<file path="src/rtl/i2c_target_regs_pkg.sv">
// i2c_target_regs shared types: FSM states, ACK/NAK levels,
// R/W bit position and default bus address.
package i2c_target_regs_pkg;

  typedef enum logic [3:0] {
    IDLE,
    ADDR,
    ADDR_ACK,
    PTR,
    PTR_ACK,
    WDATA,
    WDATA_ACK,
    RDATA,
    RACK
  } state_e;

  localparam logic       I2C_ACK         = 1'b0;
  localparam logic       I2C_NAK         = 1'b1;
  localparam int         RW_BIT          = 0;
  localparam logic [6:0] DEF_TARGET_ADDR = 7'h27;

endpackage

</file>
<file path="src/rtl/i2c_line_filter.sv">
// 2-FF synchronizer for one I2C line; with I2C_TARGET_GLITCH_FILTER_EN
// the output only follows FILTER_LEN consecutive equal samples.
module i2c_line_filter
`ifdef I2C_TARGET_GLITCH_FILTER_EN
#(
  parameter int FILTER_LEN = 3
)
`endif
(
  input  logic i_clk,
  input  logic i_rst,
  input  logic i_line,
  output logic o_line
);

  logic [1:0] sync_q;

  // idle bus level is high
  always_ff @(posedge i_clk or negedge i_rst) begin
    if (!i_rst) sync_q <= 2'b11;
    else        sync_q <= {sync_q[0], i_line};
  end

`ifdef I2C_TARGET_GLITCH_FILTER_EN
  localparam int CW = $clog2(FILTER_LEN + 1);

  logic [CW-1:0] cnt_q, cnt_d;
  logic          out_q, out_d;

  always_comb begin
    cnt_d = '0;
    out_d = out_q;
    if (sync_q[1] != out_q) begin
      if (cnt_q == CW'(FILTER_LEN - 1)) out_d = sync_q[1];
      else                              cnt_d = cnt_q + 1'b1;
    end
  end

  always_ff @(posedge i_clk or negedge i_rst) begin
    if (!i_rst) begin
      cnt_q <= '0;
      out_q <= 1'b1;
    end else begin
      cnt_q <= cnt_d;
      out_q <= out_d;
    end
  end

  assign o_line = out_q;
`else
  assign o_line = sync_q[1];
`endif

endmodule

</file>
<file path="src/rtl/i2c_target_regs.sv">
// I2C target with pointer-addressed register file and sensor register.
// Optional input glitch filter: I2C_TARGET_GLITCH_FILTER_EN.
module i2c_target_regs
  import i2c_target_regs_pkg::*;
#(
  parameter logic [6:0] TARGET_ADDR   = DEF_TARGET_ADDR,
  parameter int         DATA_DEPTH    = 8,
  parameter int         REG_ADDR_BITS = 4,
`ifdef I2C_TARGET_GLITCH_FILTER_EN
  parameter int         FILTER_LEN    = 3,
`endif
  parameter int         SENSOR_REG    = 0
) (
  input  logic                     i_clk,
  input  logic                     i_rst,
  input  logic                     i_scl_in,
  input  logic                     i_sda_in,
  output logic                     o_sda_oe,
  output logic                     o_sda_out,
  input  logic [DATA_DEPTH-1:0]    i_sensor_bits,
  input  logic                     i_sensor_valid,
  output logic                     o_sensor_ready,
  output logic [REG_ADDR_BITS-1:0] o_wr_addr,
  output logic [DATA_DEPTH-1:0]    o_wr_data,
  output logic                     o_wr_valid,
  output logic                     o_busy
);

  localparam int NREGS = 2 ** REG_ADDR_BITS;
  localparam logic [REG_ADDR_BITS-1:0] SENS_IDX = REG_ADDR_BITS'(SENSOR_REG);

  logic scl_f, sda_f, scl_q, sda_q;
  logic scl_rise, scl_fall, start, stop;

`ifdef I2C_TARGET_GLITCH_FILTER_EN
  i2c_line_filter #(.FILTER_LEN(FILTER_LEN)) u_scl_filt (
`else
  i2c_line_filter u_scl_filt (
`endif
    .i_clk  (i_clk),
    .i_rst  (i_rst),
    .i_line (i_scl_in),
    .o_line (scl_f)
  );

`ifdef I2C_TARGET_GLITCH_FILTER_EN
  i2c_line_filter #(.FILTER_LEN(FILTER_LEN)) u_sda_filt (
`else
  i2c_line_filter u_sda_filt (
`endif
    .i_clk  (i_clk),
    .i_rst  (i_rst),
    .i_line (i_sda_in),
    .o_line (sda_f)
  );

  assign scl_rise = scl_f & ~scl_q;
  assign scl_fall = ~scl_f & scl_q;
  assign start    = scl_f & scl_q & sda_q & ~sda_f;
  assign stop     = scl_f & scl_q & ~sda_q & sda_f;

  state_e                   state_q, state_d;
  logic [3:0]               cnt_q, cnt_d;
  logic [DATA_DEPTH-1:0]    shift_q, shift_d;
  logic [REG_ADDR_BITS-1:0] ptr_q, ptr_d;
  logic                     rw_q, rw_d;
  logic                     sda_oe_q, sda_oe_d;
  logic                     busy_q, busy_d;
  logic [REG_ADDR_BITS-1:0] wr_addr_q, wr_addr_d;
  logic [DATA_DEPTH-1:0]    wr_data_q, wr_data_d;
  logic                     wr_valid_q, wr_valid_d;
  logic                     rdy_q;
  logic [DATA_DEPTH-1:0]    regs_q [NREGS];
  logic [DATA_DEPTH-1:0]    regs_d [NREGS];

  logic [DATA_DEPTH-1:0]    byte_in;
  logic [REG_ADDR_BITS-1:0] ptr_inc;
  logic                     sens_ld;

  assign byte_in = {shift_q[DATA_DEPTH-2:0], sda_f};
  assign ptr_inc = ptr_q + 1'b1;
  assign sens_ld = i_sensor_valid & rdy_q;

  always_comb begin
    state_d    = state_q;
    cnt_d      = cnt_q;
    shift_d    = shift_q;
    ptr_d      = ptr_q;
    rw_d       = rw_q;
    sda_oe_d   = sda_oe_q;
    busy_d     = busy_q;
    wr_addr_d  = wr_addr_q;
    wr_data_d  = wr_data_q;
    wr_valid_d = 1'b0;
    regs_d     = regs_q;

    if (stop) begin
      state_d  = IDLE;
      sda_oe_d = 1'b0;
      busy_d   = 1'b0;
    end else if (start) begin
      state_d  = ADDR;
      cnt_d    = '0;
      sda_oe_d = 1'b0;
    end else begin
      unique case (state_q)
        IDLE: ;
        ADDR: if (scl_rise) begin
          shift_d = byte_in;
          cnt_d   = cnt_q + 1'b1;
          if (cnt_q == 4'd7) begin
            cnt_d = '0;
            if (byte_in[DATA_DEPTH-1:1] == TARGET_ADDR) begin
              state_d = ADDR_ACK;
              busy_d  = 1'b1;
              rw_d    = byte_in[RW_BIT];
            end else begin
              state_d = IDLE;
              busy_d  = 1'b0;
            end
          end
        end
        // first fall asserts ACK, second fall ends it
        ADDR_ACK: if (scl_fall) begin
          if (!sda_oe_q) begin
            sda_oe_d = ~I2C_ACK;
          end else if (rw_q) begin
            shift_d  = regs_q[ptr_q] << 1;
            sda_oe_d = ~regs_q[ptr_q][DATA_DEPTH-1];
            cnt_d    = 4'd1;
            state_d  = RDATA;
          end else begin
            sda_oe_d = 1'b0;
            state_d  = PTR;
          end
        end
        PTR: if (scl_rise) begin
          shift_d = byte_in;
          cnt_d   = cnt_q + 1'b1;
          if (cnt_q == 4'd7) begin
            cnt_d   = '0;
            ptr_d   = byte_in[REG_ADDR_BITS-1:0];
            state_d = PTR_ACK;
          end
        end
        PTR_ACK, WDATA_ACK: if (scl_fall) begin
          if (!sda_oe_q) begin
            sda_oe_d = ~I2C_ACK;
          end else begin
            sda_oe_d = 1'b0;
            state_d  = WDATA;
          end
        end
        WDATA: if (scl_rise) begin
          shift_d = byte_in;
          cnt_d   = cnt_q + 1'b1;
          if (cnt_q == 4'd7) begin
            cnt_d   = '0;
            state_d = WDATA_ACK;
            ptr_d   = ptr_inc;
            if (ptr_q != SENS_IDX) begin
              regs_d[ptr_q] = byte_in;
              wr_addr_d     = ptr_q;
              wr_data_d     = byte_in;
              wr_valid_d    = 1'b1;
            end
          end
        end
        RDATA: if (scl_fall) begin
          if (cnt_q == 4'd8) begin
            sda_oe_d = 1'b0;
            cnt_d    = '0;
            state_d  = RACK;
          end else begin
            sda_oe_d = ~shift_q[DATA_DEPTH-1];
            shift_d  = shift_q << 1;
            cnt_d    = cnt_q + 1'b1;
          end
        end
        RACK: if (scl_rise) begin
          ptr_d = ptr_inc;
          if (sda_f == I2C_NAK) begin
            state_d = IDLE;
          end else begin
            shift_d = regs_q[ptr_inc];
            cnt_d   = '0;
            state_d = RDATA;
          end
        end
        default: state_d = IDLE;
      endcase
    end

    // applied last so a sensor load beats a same-cycle bus write
    if (sens_ld) regs_d[SENS_IDX] = i_sensor_bits;
  end

  always_ff @(posedge i_clk or negedge i_rst) begin
    if (!i_rst) begin
      scl_q      <= 1'b1;
      sda_q      <= 1'b1;
      state_q    <= IDLE;
      cnt_q      <= '0;
      shift_q    <= '0;
      ptr_q      <= '0;
      rw_q       <= 1'b0;
      sda_oe_q   <= 1'b0;
      busy_q     <= 1'b0;
      wr_addr_q  <= '0;
      wr_data_q  <= '0;
      wr_valid_q <= 1'b0;
      rdy_q      <= 1'b0;
      regs_q     <= '{default: '0};
    end else begin
      scl_q      <= scl_f;
      sda_q      <= sda_f;
      state_q    <= state_d;
      cnt_q      <= cnt_d;
      shift_q    <= shift_d;
      ptr_q      <= ptr_d;
      rw_q       <= rw_d;
      sda_oe_q   <= sda_oe_d;
      busy_q     <= busy_d;
      wr_addr_q  <= wr_addr_d;
      wr_data_q  <= wr_data_d;
      wr_valid_q <= wr_valid_d;
      rdy_q      <= 1'b1;
      regs_q     <= regs_d;
    end
  end

  assign o_sda_oe       = sda_oe_q;
  assign o_sda_out      = 1'b0;
  assign o_sensor_ready = rdy_q;
  assign o_wr_addr      = wr_addr_q;
  assign o_wr_data      = wr_data_q;
  assign o_wr_valid     = wr_valid_q;
  assign o_busy         = busy_q;

endmodule
</file>
<file path="config.mk">
export PLATFORM = sky130hd
export DESIGN_NAME = i2c_target_regs
export DESIGN_NICKNAME = d
export VERILOG_FILES = /design/src/rtl/i2c_target_regs_pkg.sv /design/src/rtl/i2c_line_filter.sv /design/src/rtl/i2c_target_regs.sv
export SDC_FILE = /design/constraint.sdc
export NUM_CORES = 1
export LEC_CHECK = 0
export ABC_AREA = 1
export BUFFER_PORTS_ARGS = -buffer_cell sky130_fd_sc_hd__buf_2
export CAP_MARGIN = 10
export CORE_MARGIN = 2
export CORE_UTILIZATION = 50
export CTS_CLUSTER_DIAMETER = 60
export DETAILED_ROUTE_END_ITERATION = 6
export PLACE_DENSITY = 0.77
export SYNTH_ARGS = -nofsm -noshare
export SYNTH_HDL_FRONTEND = slang
export SYNTH_SLANG_ARGS = --single-unit
</file>
<file path="constraint.sdc">
create_clock -name i_clk -period 3.1 [get_ports i_clk]
set_clock_uncertainty 0.1 [all_clocks]
set_input_delay 0.465 -clock i_clk [delete_from_list [all_inputs] [get_ports i_clk]]
set_output_delay 0.465 -clock i_clk [all_outputs]
set_load 0.005 [all_outputs]
</file>
==> flow_metrics.env, run 1 <==
export IMPL_postSynthNetCount=1448
export IMPL_die_height_microns=146
export IMPL_groute_usage_overall_pct=26.8
export IMPL_firstDrtPassIters=7
export IMPL_clock_root_buffer="sky130_fd_sc_hd__clkbuf_16"
export IMPL_remaining_drc_errors=9
export IMPL_fin_tns_setup_ps=0
export IMPL_area_growth_pct=8.65
export IMPL_timing_critical_path_required_ps=3330
export IMPL_worstSetupPathType="reg2reg"
export IMPL_cp_end_kind="flip-flop"
export IMPL_antenna_found_initial=0
export IMPL_drive_above_1_share_pct=9.25
export IMPL_rows=51
export IMPL_die_area_sq_um=21200
export IMPL_peakVddDrop_mv=0.443
export IMPL_min_delay_path_class="in2reg"
export IMPL_yosys_most_used_dff="sky130_fd_sc_hd__dfrtp_1"
export IMPL_post_route_min_period_ps=2640
export IMPL_number_of_vias_per_cell=5.47
export IMPL_post_cts_setup_buffer_count=0
export IMPL_post_route_cell_area_sq_um=10900
export IMPL_route_vias_total=9310
export IMPL_timing_critical_path_from_type="flip-flop"
export IMPL_finalWirelength_microns=27800
export IMPL_clock_latency_ps=450
export IMPL_crit_path_cells="ha_1 > xnor2_1 > buf_4 > nand3_1 > nand3_1 > nand2_1 > nand2_1 > nand3_1 > nand2_1 > nand2_1"
export IMPL_setup_violations_final=0
export IMPL_cts_resized=0
export IMPL_worstSetupStartpoint="ptr_q[0]"
export IMPL_drv_slew=0
export IMPL_timing_critical_path_buf_inv=1
export IMPL_async_reset_ff_share_pct=100
export IMPL_dp_hpwl_microns=18400
export IMPL_yosys_warnings=0
export IMPL_tritoncts="built"
export IMPL_r2r_start="ptr_q[0]"
export IMPL_yosys_register_bits=171
export IMPL_floorplan_io_pins=30
export IMPL_signal_arrival_time_at_the_worst_endpoint_ps=2870
export IMPL_synth_area_per_cell_sq_um=7.02
export IMPL_synth_cell_area_sq_um=10000
export IMPL_synth_largest_type_area_fraction_pct=41.2
export IMPL_synth_commonest_cells="sky130_fd_sc_hd__nand2_1, sky130_fd_sc_hd__nand3_1, sky130_fd_sc_hd__dfrtp_1"
export IMPL_post_place_setup_slack_ps=554
export IMPL_tightestPinTransition_ps=947
export IMPL_path_clk_slew_ps=70
export IMPL_setup_slack_ps=463
export IMPL_outcome="complete, but fails checks"
export IMPL_finalHoldViolCount=0
export IMPL_timing_critical_path_slowest_stage_cell="sky130_fd_sc_hd__xnor2_1"
export IMPL_cts_htree_levels=4
export IMPL_layout_worst_path_cycle_share_pct=85.1
export IMPL_routedWlPerCell_microns=16.3
export IMPL_most_frequent_cell_after_synthesis="sky130_fd_sc_hd__nand2_1"
export IMPL_numPortBuffers=28
export IMPL_timing_reg2reg_worst_path_depth=10
export IMPL_failing_checks="DRC"
export IMPL_initial_core_utilization_pct=51.2
export IMPL_rsz_0062_raised_after_global_routing="no"
export IMPL_final_fill_count=1877
export IMPL_hold_path_cell_count=3
export IMPL_cts_inserted_buffers=17
export IMPL_power_density_cell_area_nw_per_um2=484
export IMPL_synth_largest_area_cell="sky130_fd_sc_hd__dfrtp_1"
export IMPL_fmax_mhz=379
export IMPL_finish_utilization_pct=55.6
export IMPL_cellLeakagePower_nw=5.54
export IMPL_finalNetCount=1444
export IMPL_synth_edff_count=0
export IMPL_first_global_vias=8546
export IMPL_ys_types=40
export IMPL_ys_top_cells_by_area="sky130_fd_sc_hd__dfrtp_1, sky130_fd_sc_hd__nand2_1, sky130_fd_sc_hd__nand3_1, sky130_fd_sc_hd__inv_1, sky130_fd_sc_hd__o21ai_1"
export IMPL_placed_cell_area_sq_um=10300
export IMPL_grt_max_degree=88
export IMPL_dieWidth_microns=146
export IMPL_cpPeakStageDelay_ps=760
export IMPL_yosysSeqAreaShare_pct=42.8
export IMPL_gp_congestion=0.946
export IMPL_maxCapViolations=0
export IMPL_clock_tree_sinks=171
export IMPL_grt_pass1_wl_microns=45100
export IMPL_cp_top_family="XOR/XNOR gates"
export IMPL_max_clock_path_buffers=2
export IMPL_ant_nets=0
export IMPL_netlist_instances=1429
export IMPL_coreArea_sq_um=19600
export IMPL_slew_headroom_pct=36.4
export IMPL_drtIter0Drc=928
export IMPL_critical_path_peak_fanout=9
export IMPL_hold_start="i_sensor_bits[6]"
export IMPL_worstSetupPathDepth=10
export IMPL_cp_common_cell="sky130_fd_sc_hd__nand2_1"
export IMPL_insertedDiodeCount=0
export IMPL_grt_overflow=0
==> tightest hold or removal path, cell delays in order <==
cell                      delay [ps]
sky130_fd_sc_hd__buf_2            70
sky130_fd_sc_hd__nor2_1           30
sky130_fd_sc_hd__a21oi_1         100
==> through the flow <==
step | instances | power (W) | hold slack, ps
after floorplan | 1429 | 0.00282 | 69.4
after global placement | 1668 | 0.00316 | 246
after detailed placement | 1668 | 0.00317 | 248
after CTS | 1703 | 0.00528 | 159
after global routing | 1703 | 0.00547 | 170
final | 1703 | 0.00527 | 167
==> where the power goes <==
group | leakage (nW) | internal, W | switching [W]
combinational | 2.94 | 0.000149 | 0.000596
sequential | 2.33 | 0.00231 | 0.0000892
clock | 0.275 | 0.00107 | 0.00105
==> cell families (layout without fill, tap and decap cells) <==
| family | count (synthesis) | after routing | synth area share, % |
|---|---|---|---|
| and+or+nand+nor | 791 | 791 | 34.1 |
| buffers and inverters | 246 | 255 | 10.5 |
| AOI/OAI and AO/OA | 208 | 208 | 11.3 |
| DFF | 171 | 171 | 42.8 |
| adders and majority gates | 6 | 6 | 0.749 |
| xor gates and xnor gates | 5 | 5 | 0.512 |
| other | 2 | 2 | 0.0749 |
==> worst paths after layout <==
kind	end	slack [ps]
setup / recovery	shift_q[3]	460
hold / removal	regs_q[126]	170
setup reg to reg	shift_q[3]	460
hold reg to reg	u_scl_filt.sync_q[1]	260
max in group asynchronous	regs_q[41]	1630
min in group asynchronous	regs_q[120]	470
==> what timing repair did <==
item                                    4_1_cts  5_1_grt
endpoints found under the hold margin        56        0
endpoints found under the setup margin        0        0
hold buffers                                  3        0
==> area by class of cell <==
type / instances / area [sq um] / area share (%)
Sequential cell: 171 / 4290 / 39.4
Multi-Input combinational cell: 1012 / 4680 / 43.0
Tap cell: 265 / 332 / 3.04
Clock buffer: 17 / 425 / 3.91
Inverter: 169 / 638 / 5.86
Timing Repair Buffer: 54 / 374 / 3.43
Clock inverter: 15 / 150 / 1.38
==> per-layer routing <==
layer  vias to the layer above  track usage [%]  share of wire [%]
met3                        67             4.39                8.1
met2                       399             41.2                 45
met1                      4339             38.3                 44
li1                       4505                -                  -
met4                         0             9.90                3.0
met5                         -                0                  0
==> layout by cell type (no fill, tap or decap), types with 6 or more instances in the layout <==
master / synthesis / routed
sky130_fd_sc_hd__nor2_1: 34 / 34
sky130_fd_sc_hd__a21oi_1: 20 / 20
sky130_fd_sc_hd__o21ai_1: 106 / 106
sky130_fd_sc_hd__nand3_1: 182 / 182
sky130_fd_sc_hd__nand2_4: 10 / 10
sky130_fd_sc_hd__inv_8: 0 / 6
sky130_fd_sc_hd__dfrtp_1: 165 / 164
sky130_fd_sc_hd__nand2_1: 544 / 544
sky130_fd_sc_hd__buf_2: 29 / 27
sky130_fd_sc_hd__clkbuf_16: 0 / 17
sky130_fd_sc_hd__o211ai_1: 16 / 16
sky130_fd_sc_hd__ha_1: 6 / 6
sky130_fd_sc_hd__dfstp_2: 6 / 6
sky130_fd_sc_hd__o21ai_0: 53 / 53
sky130_fd_sc_hd__o21ai_2: 8 / 8
sky130_fd_sc_hd__buf_4: 1 / 21
sky130_fd_sc_hd__inv_1: 163 / 162
==> registers in the layout (all words and copies together), names as in the netlist <==
name and cells:
regs_q 128, o_wr_data 8, shift_q 8, cnt_q 4, o_wr_addr 4, ptr_q 4
state_q 4, u_scl_filt.sync_q 2, u_sda_filt.sync_q 2, o_busy 1, o_sda_oe 1, o_sensor_ready 1
o_wr_valid 1, rw_q 1, scl_q 1, sda_q 1
(Power assumes the default switching activity.)
==> run 2: changes to the inputs <==
--- a/config.mk
+++ b/config.mk
@@ -15,4 +15,5 @@
 export PLACE_DENSITY = 0.77
 export SYNTH_ARGS = -nofsm -noshare
 export SYNTH_HDL_FRONTEND = slang
+export SYNTH_HIERARCHICAL = 1
 export SYNTH_SLANG_ARGS = --single-unit
==> flow_metrics.env, run 2 <==
export IMPL_outcome="complete, but fails checks"
export IMPL_failing_checks="DRC"
export IMPL_synth_edff_count=0
export IMPL_peakVddDrop_mv=0.519
export IMPL_drtIter0Drc=1245
export IMPL_initial_core_utilization_pct=51.3
export IMPL_area_growth_pct=9.20
export IMPL_finalNetCount=1447
export IMPL_gp_congestion=0.991
export IMPL_timing_critical_path_slowest_stage_cell="sky130_fd_sc_hd__dfrtp_1"
export IMPL_crit_path_cells="ha_1 > nand3_1 > nor2_2 > nand2_4 > nor2_8 > nand2_2 > nand2_1 > o21ai_1"
export IMPL_fin_tns_setup_ps=0
export IMPL_max_clock_path_buffers=2
export IMPL_max_flop_register="regs_q"
export IMPL_die_area_sq_um=21200
export IMPL_pwr_share_seq_pct=44.1
export IMPL_cts_htree_levels=4
export IMPL_post_route_min_period_ps=2340
export IMPL_cellLeakagePower_nw=5.71
export IMPL_most_frequent_cell_after_synthesis="sky130_fd_sc_hd__nand2_1"
export IMPL_ys_top_cells_by_area="sky130_fd_sc_hd__dfrtp_1, sky130_fd_sc_hd__nand2_1, sky130_fd_sc_hd__nand3_1, sky130_fd_sc_hd__inv_1, sky130_fd_sc_hd__o21ai_0"
export IMPL_slew_headroom_pct=43.0
export IMPL_synth_area_per_cell_sq_um=6.95
export IMPL_rows=51
export IMPL_yosysSeqAreaShare_pct=42.8
export IMPL_largest_register_ffs=128
export IMPL_cp_end_kind="flip-flop"
export IMPL_cts_inserted_buffers=17
export IMPL_remaining_drc_errors=16
export IMPL_yosys_register_bits=171
export IMPL_grt_overflow=0
export IMPL_antenna_found_initial=0
export IMPL_yosys_warnings=6
export IMPL_path_clk_slew_ps=80
export IMPL_grt_pass1_wl_microns=46100
export IMPL_insertedDiodeCount=0
export IMPL_routedWlPerCell_microns=16.7
export IMPL_tightestPinTransition_ps=855
export IMPL_number_of_vias_per_cell=5.51
export IMPL_timing_critical_path_from_type="flip-flop"
export IMPL_coreArea_sq_um=19500
export IMPL_post_cts_setup_buffer_count=0
export IMPL_floorplan_io_pins=30
export IMPL_synth_cell_area_sq_um=10000
export IMPL_setup_slack_ps=762
export IMPL_cpPeakStageDelay_ps=440
export IMPL_dieWidth_microns=146
export IMPL_dp_hpwl_microns=18800
export IMPL_yosys_most_used_dff="sky130_fd_sc_hd__dfrtp_1"
export IMPL_firstDrtPassIters=7
export IMPL_route_vias_total=9392
export IMPL_finalWirelength_microns=28500
export IMPL_groute_usage_overall_pct=27.5
export IMPL_mostFrequentLayoutCells="sky130_fd_sc_hd__nand2_1, sky130_fd_sc_hd__nand3_1, sky130_fd_sc_hd__inv_1, sky130_fd_sc_hd__dfrtp_1, sky130_fd_sc_hd__o21ai_0"
export IMPL_sw_share_pct=28.9
export IMPL_pwr_share_clk_pct=43.9
export IMPL_async_reset_ff_share_pct=100
export IMPL_numPortBuffers=28
export IMPL_signal_arrival_time_at_the_worst_endpoint_ps=2530
export IMPL_ys_types=38
export IMPL_internal_power_w=0.00381
export IMPL_clock_tree_sinks=171
export IMPL_tritoncts="built"
export IMPL_power_share_combinational_pct=12.0
export IMPL_critical_path_peak_fanout=28
export IMPL_synth_largest_area_cell="sky130_fd_sc_hd__dfrtp_1"
export IMPL_postSynthNetCount=1460
export IMPL_first_global_vias=8607
export IMPL_clock_latency_ps=450
export IMPL_grt_max_degree=114
export IMPL_finalHoldViolCount=0
export IMPL_finalNonFillerCells=1706
export IMPL_ant_nets=0
export IMPL_synth_largest_type_area_fraction_pct=41.2
export IMPL_min_delay_path_class="in2reg"
export IMPL_drive_above_1_share_pct=8.12
export IMPL_post_place_setup_slack_ps=813
export IMPL_switchingPower_w=0.00155
export IMPL_synth_commonest_cells="sky130_fd_sc_hd__nand2_1, sky130_fd_sc_hd__nand3_1, sky130_fd_sc_hd__inv_1"
export IMPL_die_height_microns=146
export IMPL_netlist_instances=1441
export IMPL_maxCapViolations=0
export IMPL_worstSetupPathType="reg2reg"
export IMPL_power_density_cell_area_nw_per_um2=490
export IMPL_drv_slew=0
export IMPL_timing_critical_path_required_ps=3290
export IMPL_fmax_mhz=428
export IMPL_rsz_0062_raised_after_global_routing="no"
export IMPL_placed_cells=1673
export IMPL_setup_violations_final=0
export IMPL_final_common_cell="sky130_fd_sc_hd__nand2_1"
export IMPL_layout_worst_path_cycle_share_pct=75.4
export IMPL_clock_root_buffer="sky130_fd_sc_hd__clkbuf_16"
## run 2: timing repair
action | 4_1_cts | 5_1_grt
hold endpoints to repair | 62 | 0
gates resized for setup | 0 | 0
hold buffers | 1 | 0
setup endpoints to repair | 0 | 0
## run 2: path summary, 6_finish.rpt
path / startpoint / to / slack (ps) / cells past startpoint
max reg2reg: cnt_q[0] / regs_q[34] / 760 / 8
min: i_sda_in / u_sda_filt/sync_q[0] / 20 / 1
max in group asynchronous: i_rst / regs_q[79] / 1650 / 3
min reg2reg: u_sda_filt/sync_q[0] / u_sda_filt/sync_q[1] / 260 / 0
max: cnt_q[0] / regs_q[34] / 760 / 8
min in group asynchronous: i_rst / o_sensor_ready / 500 / 2
## run 2: area by class of cell
class | count | area [sq um]
Fill cell | 1882 | 8590
Multi-Input combinational cell | 1016 | 4670
Sequential cell | 171 | 4290
Inverter | 175 | 659
Clock buffer | 18 | 439
Timing Repair Buffer | 47 | 342
Tap cell | 265 | 332
Clock inverter | 14 | 204
## run 2: worst max-delay path, delay by kind of cell (launching register included)
| family | cells | cell delay, ps |
|---|---|---|
| flops | 1 | 440 |
| simple gates | 6 | 1360 |
| fa+ha+maj | 1 | 210 |
| compound gates | 1 | 70 |
## run 2: logic make-up (layout without fill, tap and decap cells)
kind of cell               after synthesis  count (layout)  share of synthesized area [%]
other                                    2               2                         0.0750
DFF                                    171             171                           42.8
xor gates and xnor gates                 3               3                          0.412
buffers and inverters                  254             254                           10.6
and+or+nand+nor                        798             798                           34.4
adders and majority gates                6               6                          0.750
AOI/OAI and AO/OA                      207             207                           10.9
## run 2: power groups by stage
stage / Combinational [W] / Clock [W] / Sequential [W]
final: 0.000643 / 0.00235 / 0.00236
after global routing: 0.000696 / 0.00246 / 0.00237
after CTS: 0.000633 / 0.00238 / 0.00236
after detailed placement: 0.000630 / 0 / 0.00240
after global placement: 0.000621 / 0 / 0.00240
after floorplan: 0.000323 / 0 / 0.00239
## run 2: through the flow
step                cell area (sq um)  util (%)  hold slack [ps]  power (W)
CTS                             10900      56.0             4.78    0.00537
floorplan                       10000         -             69.4    0.00271
global route                    10900      56.0           0.0407    0.00553
finish                          10900      56.0             17.0    0.00536
detailed placement              10300      52.6              247    0.00303
global placement                10300      52.6              246    0.00302
## run 2: routing by layer
layer  track usage, %  wire length (microns)
met1             39.3                  12700
met2             40.8                  12400
met3             5.96                   2480
met4             11.1                    891
met5                0                      0
